==> config.mk <==
export PLATFORM = sky130hd
export DESIGN_NAME = sdram_rw_sched
export DESIGN_NICKNAME = d
export VERILOG_FILES = /design/src/rtl/sdram_sched_pkg.sv /design/src/rtl/sdram_bank_tracker.sv /design/src/rtl/sdram_rw_sched.sv
export SDC_FILE = /design/constraint.sdc
export NUM_CORES = 1
export LEC_CHECK = 0
export CORE_MARGIN = 4
export CORE_UTILIZATION = 41
export DETAILED_ROUTE_END_ITERATION = 8
export GPL_ROUTABILITY_DRIVEN = 0
export GPL_TIMING_DRIVEN = 0
export PLACE_DENSITY = 0.85
export SLEW_MARGIN = 5
export SYNTH_ARGS = -nofsm -noshare
export SYNTH_HDL_FRONTEND = slang
export SYNTH_HIERARCHICAL = 1
export SYNTH_SLANG_ARGS = --single-unit
==> constraint.sdc <==
create_clock -name sysclk_100M -period 2.8 [get_ports sysclk_100M]
set_clock_uncertainty 0.15 [all_clocks]
set_input_delay 0.56 -clock sysclk_100M [delete_from_list [all_inputs] [get_ports sysclk_100M]]
set_output_delay 0.56 -clock sysclk_100M [all_outputs]
set_load 0.02 [all_outputs]
==> src/rtl/sdram_sched_pkg.sv <==
`default_nettype none
// ============================================================================
// sdram_sched_pkg : state and grant encodings shared by the burst scheduler
// Revision 1.0
// ============================================================================
package sdram_sched_pkg;

  // One-hot, matching the arbiter's state style
  localparam logic [2:0] S_IDLE    = 3'b001;
  localparam logic [2:0] S_WR_BUSY = 3'b010;
  localparam logic [2:0] S_RD_BUSY = 3'b100;

  localparam logic SERVED_WRITE = 1'b1;
  localparam logic SERVED_READ  = 1'b0;

endpackage
`default_nettype wire

==> src/rtl/sdram_bank_tracker.sv <==
`default_nettype none
// ============================================================================
// sdram_bank_tracker : ping-pong bank bit plus burst index within the bank
// Revision 1.0
// ============================================================================
module sdram_bank_tracker #(
  parameter int BURSTS_PER_BANK = 16,
  parameter int IDX_W           = 4
) (
  input  logic             clk,
  input  logic             rst_n,
  input  logic             advance,
  output logic             bank,
  output logic [IDX_W-1:0] burst_idx,
  output logic             wrap
);

  localparam logic [IDX_W-1:0] LAST_IDX = IDX_W'(BURSTS_PER_BANK - 1);

  // Combinational so the owner can update bank flags on the same edge
  assign wrap = advance && (burst_idx == LAST_IDX);

  always_ff @(posedge clk) begin
    if (!rst_n) begin
      bank      <= 1'b0;
      burst_idx <= '0;
    end else if (wrap) begin
      bank      <= ~bank;
      burst_idx <= '0;
    end else if (advance) begin
      burst_idx <= burst_idx + 1'b1;
    end
  end

endmodule
`default_nettype wire

==> src/rtl/sdram_rw_sched.sv <==
`default_nettype none
// ============================================================================
// sdram_rw_sched : one-at-a-time write/read burst trigger scheduler with
//                  ping-pong bank ownership between writer and reader
// Revision 1.0
// ============================================================================
module sdram_rw_sched
  import sdram_sched_pkg::*;
#(
  parameter int BURST_LEN       = 256,
  parameter int FIFO_AW         = 10,
  parameter int BURSTS_PER_BANK = 16,
  localparam int IDX_W = (BURSTS_PER_BANK > 1) ? $clog2(BURSTS_PER_BANK) : 1
) (
  input  logic             sysclk_100M,
  input  logic             rst_n,
  input  logic             enable,
  input  logic [FIFO_AW:0] wfifo_level,
  input  logic [FIFO_AW:0] rfifo_level,
  input  logic             wr_done,
  input  logic             rd_done,
  output logic             write_trig,
  output logic             read_trig,
  output logic [1:0]       wr_bank,
  output logic [1:0]       rd_bank,
  output logic [IDX_W-1:0] wr_burst_idx,
  output logic [IDX_W-1:0] rd_burst_idx,
  output logic             wr_stall,
  output logic             proto_err
);

  localparam logic [FIFO_AW:0] DEPTH_LVL  = (FIFO_AW+1)'(2**FIFO_AW);
  localparam logic [FIFO_AW:0] BURST_LVL  = (FIFO_AW+1)'(BURST_LEN);
  // Read FIFO has room for a burst when its level is at most this
  localparam logic [FIFO_AW:0] RD_MAX_LVL = DEPTH_LVL - BURST_LVL;

  logic [2:0] state;
  logic       last_served;
  logic [1:0] bank_full;
  logic       wr_bank_b, rd_bank_b;
  logic       wr_adv, rd_adv, wr_wrap, rd_wrap;
  logic       wr_elig, rd_elig, grant_wr, grant_rd, bad_done;

  assign wr_elig  = enable && (wfifo_level >= BURST_LVL) && !bank_full[wr_bank_b];
  assign rd_elig  = enable && bank_full[rd_bank_b] && (rfifo_level <= RD_MAX_LVL);
  assign grant_wr = (state == S_IDLE) && wr_elig && (!rd_elig || last_served == SERVED_READ);
  assign grant_rd = (state == S_IDLE) && rd_elig && (!wr_elig || last_served == SERVED_WRITE);

  assign wr_adv   = (state == S_WR_BUSY) && wr_done;
  assign rd_adv   = (state == S_RD_BUSY) && rd_done;
  assign bad_done = ((state == S_IDLE)    && (wr_done || rd_done)) ||
                    ((state == S_WR_BUSY) && rd_done) ||
                    ((state == S_RD_BUSY) && wr_done);

  assign wr_bank  = {1'b0, wr_bank_b};
  assign rd_bank  = {1'b0, rd_bank_b};

  sdram_bank_tracker #(
    .BURSTS_PER_BANK (BURSTS_PER_BANK),
    .IDX_W           (IDX_W)
  ) u_wr_trk (
    .clk       (sysclk_100M),
    .rst_n     (rst_n),
    .advance   (wr_adv),
    .bank      (wr_bank_b),
    .burst_idx (wr_burst_idx),
    .wrap      (wr_wrap)
  );

  sdram_bank_tracker #(
    .BURSTS_PER_BANK (BURSTS_PER_BANK),
    .IDX_W           (IDX_W)
  ) u_rd_trk (
    .clk       (sysclk_100M),
    .rst_n     (rst_n),
    .advance   (rd_adv),
    .bank      (rd_bank_b),
    .burst_idx (rd_burst_idx),
    .wrap      (rd_wrap)
  );

  always_ff @(posedge sysclk_100M) begin
    if (!rst_n) begin
      state       <= S_IDLE;
      write_trig  <= 1'b0;
      read_trig   <= 1'b0;
      last_served <= SERVED_READ;
      bank_full   <= 2'b00;
      wr_stall    <= 1'b0;
      proto_err   <= 1'b0;
    end else begin
      write_trig <= grant_wr;
      read_trig  <= grant_rd;
      if (wfifo_level == DEPTH_LVL) wr_stall  <= 1'b1;
      if (bad_done)                 proto_err <= 1'b1;
      if (wr_wrap) bank_full[wr_bank_b] <= 1'b1;
      if (rd_wrap) bank_full[rd_bank_b] <= 1'b0;
      case (state)
        S_IDLE: begin
          if (grant_wr) begin
            state       <= S_WR_BUSY;
            last_served <= SERVED_WRITE;
          end else if (grant_rd) begin
            state       <= S_RD_BUSY;
            last_served <= SERVED_READ;
          end
        end
        S_WR_BUSY: if (wr_done) state <= S_IDLE;
        S_RD_BUSY: if (rd_done) state <= S_IDLE;
        default:   state <= S_IDLE;
      endcase
    end
  end

endmodule
`default_nettype wire

==> After elaboration in Yosys (flattened, before gate mapping) <==
Index checks and enable logic that the tools add are counted.
{ "totals": {"inputBits": 27, "elab_cells": 83, "regBits": 20, "out_inout_bits": 16} }
{ "op_classes": {"n_mux": 18, "reduce_logical": 30, "n_eq_ne": 9, "magnitude_cmp": 6, "add_sub_neg": 2, "bitwise": 7} }
{ "op_table": {"columns": ["operator", "n"], "rows": [
  ["$logic_and A1 B1 Y1", 17],
  ["$mux W3", 4],
  ["$eq A11 B11 Y1 const B", 1],
  ["$ge A11 B9 Y1 const B", 1],
  ["$le A11 B10 Y1 const B", 1],
  ["$pmux W3 S3", 1],
  ["$add A4 B1 Y4 const B", 2],
  ["$eq A4 B4 Y1 const B", 2],
  ["$mux W1", 8],
  ["$mux W2", 3],
  ["$logic_or A1 B1 Y1", 5],
  ["$lt A1 B2 Y1 const B", 2],
  ["$ne A2 B2 Y1 const B", 2],
  ["$not A1 Y1", 4],
  ["$reduce_or A2 Y1", 2],
  ["$eq A3 B1 Y1 const B", 1],
  ["$eq A3 B2 Y1 const B", 1],
  ["$eq A3 B3 Y1 const B", 1],
  ["$logic_not A1 Y1", 3],
  ["$ne A3 B3 Y1 const B", 1],
  ["$reduce_and A3 Y1", 1],
  ["$and A2 B2 Y2", 1],
  ["$demux W1 S1", 2],
  ["$ge A1 B1 Y1 const B", 2],
  ["other kinds (4)", 4]
]} }

==> Logic depth before layout (Yosys ltp) <==
{ "depth": {"depth_word": 10, "ltp_mapped": 7, "ltp_nobuf": 7} }

==> Modules after synthesis <==
The synthesis kept the hierarchy.
{ "modules_own_cells": {"columns": ["module", "area_per_inst_um2", "instances", "seq_area_each_um2", "cells_each"], "rows": [
  ["sdram_rw_sched", 568.0, 1, 200.2, 64],
  ["sdram_bank_tracker", 211.5, 2, 100.1, 21]
]} }

==> Worst setup path before layout <==
OpenSTA, ideal clock, no wires.
{ "synth_path": {"path_type": "input to register", "from": "input port wr_done", "to": "register u_wr_trk.bank", "n_path_buf": 0, "setup_time_ns": 0.115, "required_ns": 2.535, "path_slack_ns": 0.770, "path_stages": 4, "arrival_time_ns": 1.765, "path_cell_list": "nor4b_1 > nand4_2 > xnor2_1 > and2_1"} }
{ "synth_via": {"elab_chain_cells": 2} }
{ "synth_lines": {"columns": ["item", "line", "text"], "rows": [
  ["start: declaration", "sdram_rw_sched.sv:20", "input logic wr_done,"],
  ["$logic_and A1 B1 Y1", "sdram_rw_sched.sv:49", "assign wr_adv = (state == S_WR_BUSY) && wr_done;"],
  ["$logic_and A1 B1 Y1", "sdram_bank_tracker.sv:21", "assign wrap = advance && (burst_idx == LAST_IDX);"],
  ["end signal: assignment", "sdram_bank_tracker.sv:28", "bank <= ~bank;"],
  ["end: declaration", "sdram_bank_tracker.sv:13", "output logic bank,"]
]} }
No other way between the ends.
A chain may end at the register's enable or synchronous reset.

==> Final worst setup path <==
{ "layout_path": {"from": "input port wr_done", "to": "register bank_full[1]"} }
{ "layout_via": {"elab_chain_cells": 6} }
{ "layout_lines": {"columns": ["item", "line", "text"], "rows": [
  ["$logic_and A1 B1 Y1 *", "sdram_rw_sched.sv:49", null],
  ["named net wr_adv", "sdram_rw_sched.sv:41", "logic wr_adv, rd_adv, wr_wrap, rd_wrap;"],
  ["$logic_and A1 B1 Y1 *", "sdram_bank_tracker.sv:21", null],
  ["named net wr_wrap", "sdram_rw_sched.sv:41", null],
  ["$mux W2 *", "sdram_rw_sched.sv:96", "if (wr_wrap) bank_full[wr_bank_b] <= 1'b1;"],
  ["$mux W2 *", "sdram_rw_sched.sv:83", "if (!rst_n) begin"],
  ["$and A2 B2 Y2 (no line)", null, null],
  ["$mux W2 *", "sdram_rw_sched.sv:97", "if (rd_wrap) bank_full[rd_bank_b] <= 1'b0;"],
  ["end signal: assignment", "sdram_rw_sched.sv:88", "bank_full <= 2'b00;"],
  ["end signal: indexed assignment", "sdram_rw_sched.sv:96", null],
  ["end signal: indexed assignment", "sdram_rw_sched.sv:97", null],
  ["end: declaration", "sdram_rw_sched.sv:39", "logic [1:0] bank_full;"]
]} }
Mark *: on every way through the listed nets, which the timed path passes. The rest lies on a longest branch. The select of a mux whose other input is x is not followed.

==> results list <==
* Period minus WS final: 2.45 ns
- Dividing the final minimum period by the clock period gives 0.875.
* Part of the power in the clock network: 0.305
- Die ar.: 3270 um^2
- In this run the power spent charging and discharging nets is about 0.12 mW.
- Net switching fraction of the power: 0.225
- The count of buffers added on input and output ports is 40.
- Signed area change from the synthesized netlist to the final layout: 48.0%
* Sequential cell area fraction in the yosys report: 0.404
- The cell family contributing the most delay on the critical path is simple AND/OR/NAND/NOR gates.
- The worst setup path is of the input port to flip-flop kind.
- Vias in the first global route: 896
* Crit path buffers/inverters: 2
* Max Cap Violations: 0
* Unique masters post-synth: 37
- Synthesis inferred 20 register bits.
* Most used standard cell by instance count after synthesis: sky130_fd_sc_hd__dfxtp_1
- # H-tree levels: 1
- Clock sink count: 20
- The first global-routing pass estimated 3760 um of wire.
- Most numerous cell types in the synthesized netlist: sky130_fd_sc_hd__dfxtp_1 (20), sky130_fd_sc_hd__nor2_1 (9), sky130_fd_sc_hd__inv_1 (8), sky130_fd_sc_hd__nand2_1 (6), sky130_fd_sc_hd__xnor2_1 (6)
- Number of routed nets with antenna violations: 0
- At the worst endpoint, the required time is 2.86 ns.
* Count of endpoints failing hold in the final timing report: 0
- Setup violations remaining at the end of the flow were counted as 0.
* Worst stage delay on the critical path: 0.79 ns
- HPWL after DPL: 1950 um
- Yosys attributes the largest share of cell area to sky130_fd_sc_hd__dfxtp_1 (40%), sky130_fd_sc_hd__xnor2_1 (5.3%), sky130_fd_sc_hd__mux2i_1 (4.0%), sky130_fd_sc_hd__nor2_1 (3.4%), sky130_fd_sc_hd__and2_1 (3.2%).
* Detail-routed via count per cell: 5.22
- Post-layout net count: 181
- Before antenna repair, the detailed router went through 5 iterations.
- Antenna violations before repair: 0
* Avg WL per Cell: 13.1 um
- Remaining Overflow, GRT: 0
- Worst min path class: flip-flop to flip-flop
- The first routing iteration left 27 violations.
- Chip Width: about 57 um
- Counting the buffers created by CTS gives 3.
- In the routed design, unresolved DRC markers number 0.
- Element type at the critical path start: input port
- Buffer cell driving the clock tree root: sky130_fd_sc_hd__clkbuf_4
- Ys Warns: 6
* Combinational group share of total power: 0.148
* Async set-reset flop share out of synthesis: 0
- Critical Path AT: 2.51 ns
- VDD IR-drop max: ~210 uV
- Summed over all failing endpoints, the final setup total negative slack is 0 ns.
* Vias after detailed routing: 935
- Total setup buffers inserted after CTS: 0
- The max-slew violation count was 0.
* Fraction of synthesized cell area taken by the top area cell type: 0.404
* Worst-path cell with the longest stage delay: sky130_fd_sc_hd__nor4b_1
- The synthesized netlist occupies a cell area of 991 um^2.
- Power spread over the standard cell area amounts to 370 nW/um^2.
- Clock-pin slew of the registers on the worst-case setup and hold paths: 0.11 ns
- Maximum fanout along the worst path: 5
* Overall die height: 57.2 um
- DRT Wirelength: 2340 um
- The internal portion of the total power is 0.420 mW.
* Top-Level Pins: 43
- Walking the worst path, the cells encountered are clkdlybuf4s50_1, nor4b_1, nand4_2, inv_1, a21oi_1, a211oi_1.
- Total of cells resized after clock tree synthesis: 0
* Diode insertion count for antenna repair: 0
* Static leakage: between 0.5 and 0.6 nW
* Sequential cell fraction of total power: 0.546
- The worst setup path is captured at a flip-flop.
- Unrepaired setup endpoints after global routing: false
- Clock latency on the worst-skew pair, taken at its later pin, is 0.29 ns.
- The most used flip-flop cell after synthesis is sky130_fd_sc_hd__dfxtp_1.
* CTS tree: yes
- Based on the critical path, the design can be clocked at up to 0.408 GHz.
- Maximum number of pins on one net before global-route repair: 12
- Share of post-route cells with drive strength above 1: 0.0993
* Mean area per synthesized cell: 9.35 um^2
- Outcome: finished, final reports clean
- The synthesized design spends more area on one cell type than any other, namely sky130_fd_sc_hd__dfxtp_1.
- At the pin with the least slew margin, the transition time is 0.958 ns.
* Final Hold Slack: around 0.35 ns
- The worst pin sits at a relative slew slack of 0.352.
* Global Route Usage Sum: 0.149
* Number of synthesized flops with an enable pin: 0
- Gate Count Post-Synth: 106
* Std-Cell Core Area: 2250 um^2
* CTS hold repair buffers: 0
- The initial utilization of the core area, before any placement, comes to 0.440.
- Number of core rows: 17
- Final core utilization: 0.650
- The clock passes through at most 2 buffers.
## power by group through the flow
stage / Combinational [mW] / Clock (mW) / Sequential [mW]
after floorplan: 0.0271 / 0 / 0.305
after global placement: 0.0776 / 0 / 0.302
after detailed placement: 0.0806 / 0 / 0.302
after CTS: 0.0809 / 0.170 / 0.296
after global routing: 0.0871 / 0.185 / 0.298
final: 0.0805 / 0.166 / 0.296
## flip-flops by register name, summed over array words and instances (netlist names)
name,count
u_rd_trk/burst_idx,4
u_wr_trk/burst_idx,4
state,3
write_trig,1
u_rd_trk/bank,1
read_trig,1
wr_stall,1
bank_full,2
last_served,1
u_wr_trk/bank,1
proto_err,1
## cell type report
cell class                      instances  area [um^2]
Multi-Input combinational cell         75          534
Buffer                                  4         30.0
Tap cell                               28         35.0
Clock buffer                            4         36.3
Fill cell                             208          788
Inverter                                8         30.0
Sequential cell                        20          400
Timing Repair Buffer                   40          400
## final timing paths
kind                             end  cells past startpoint                   start  slack [ns]
max          bank_full[1]$_SDFF_PN0_                      6                 wr_done        0.35
min           proto_err$_SDFFE_PN0P_                      2  proto_err$_SDFFE_PN0P_        0.35
max reg2reg  bank_full[1]$_SDFF_PN0_                      6   state[1]$_SDFFE_PN0P_        0.56
min reg2reg   proto_err$_SDFFE_PN0P_                      2  proto_err$_SDFFE_PN0P_        0.35
## metrics by stage
stage | worst slack [ns] | cell area (um^2) | power, mW | cells
2_1_floorplan | 0.770 | 995 | 0.332 | 107
3_3_place_gp | 0.0682 | 1430 | 0.380 | 175
3_5_place_dp | 0.000831 | 1430 | 0.383 | 175
4_1_cts | 0.328 | 1470 | 0.547 | 179
5_1_grt | 0.120 | 1470 | 0.569 | 179
6_report | 0.349 | 1470 | 0.542 | 179
## worst register-to-register path, delay by kind of cell, from the launching register on
kind | cells | cell delay [ns]
AND/OR/NAND/NOR | 2 | 1.10
flip-flops | 1 | 0.43
AO/OA/AOI/OAI | 2 | 0.25
buffers and inverters | 2 | 0.24
## placed cells by master (no fill, tap or decap), drive strengths merged, types with 2 or more instances in the layout
master	count
buf	4
nand4	5
a211oi	2
a21oi	3
conb	2
xor2	2
clkbuf	4
ha	2
clkdlybuf4s50	40
nor3	3
a21o	2
nor4b	2
a31o	2
dfxtp	20
nand3	2
inv	8
nor2	9
nor3b	2
o21ai	2
xnor2	6
and2	5
or4	2
nand2	6
mux2i	4
## cells by family (layout without fill, tap and decap cells)
family | after synthesis | in the layout | share of synthesized area
and+or+nand+nor | 42 | 42 | 0.261
DFF | 20 | 20 | 0.404
AOI/OAI and AO/OA | 17 | 17 | 0.134
buffers and inverters | 12 | 56 | 0.0606
xor gates and xnor gates | 8 | 8 | 0.0707
muxes | 4 | 4 | 0.0404
adders and majority gates | 2 | 2 | 0.0252
other | 1 | 2 | 0.00378
## metal layers
metal	wire [um]	track usage	share of wire
met1	930	0.163	0.40
met2	1260	0.271	0.54
met3	117	0.0317	0.050
met4	34	0.0695	0.015
met5	0	0	0
(Power assumes the default switching activity.)
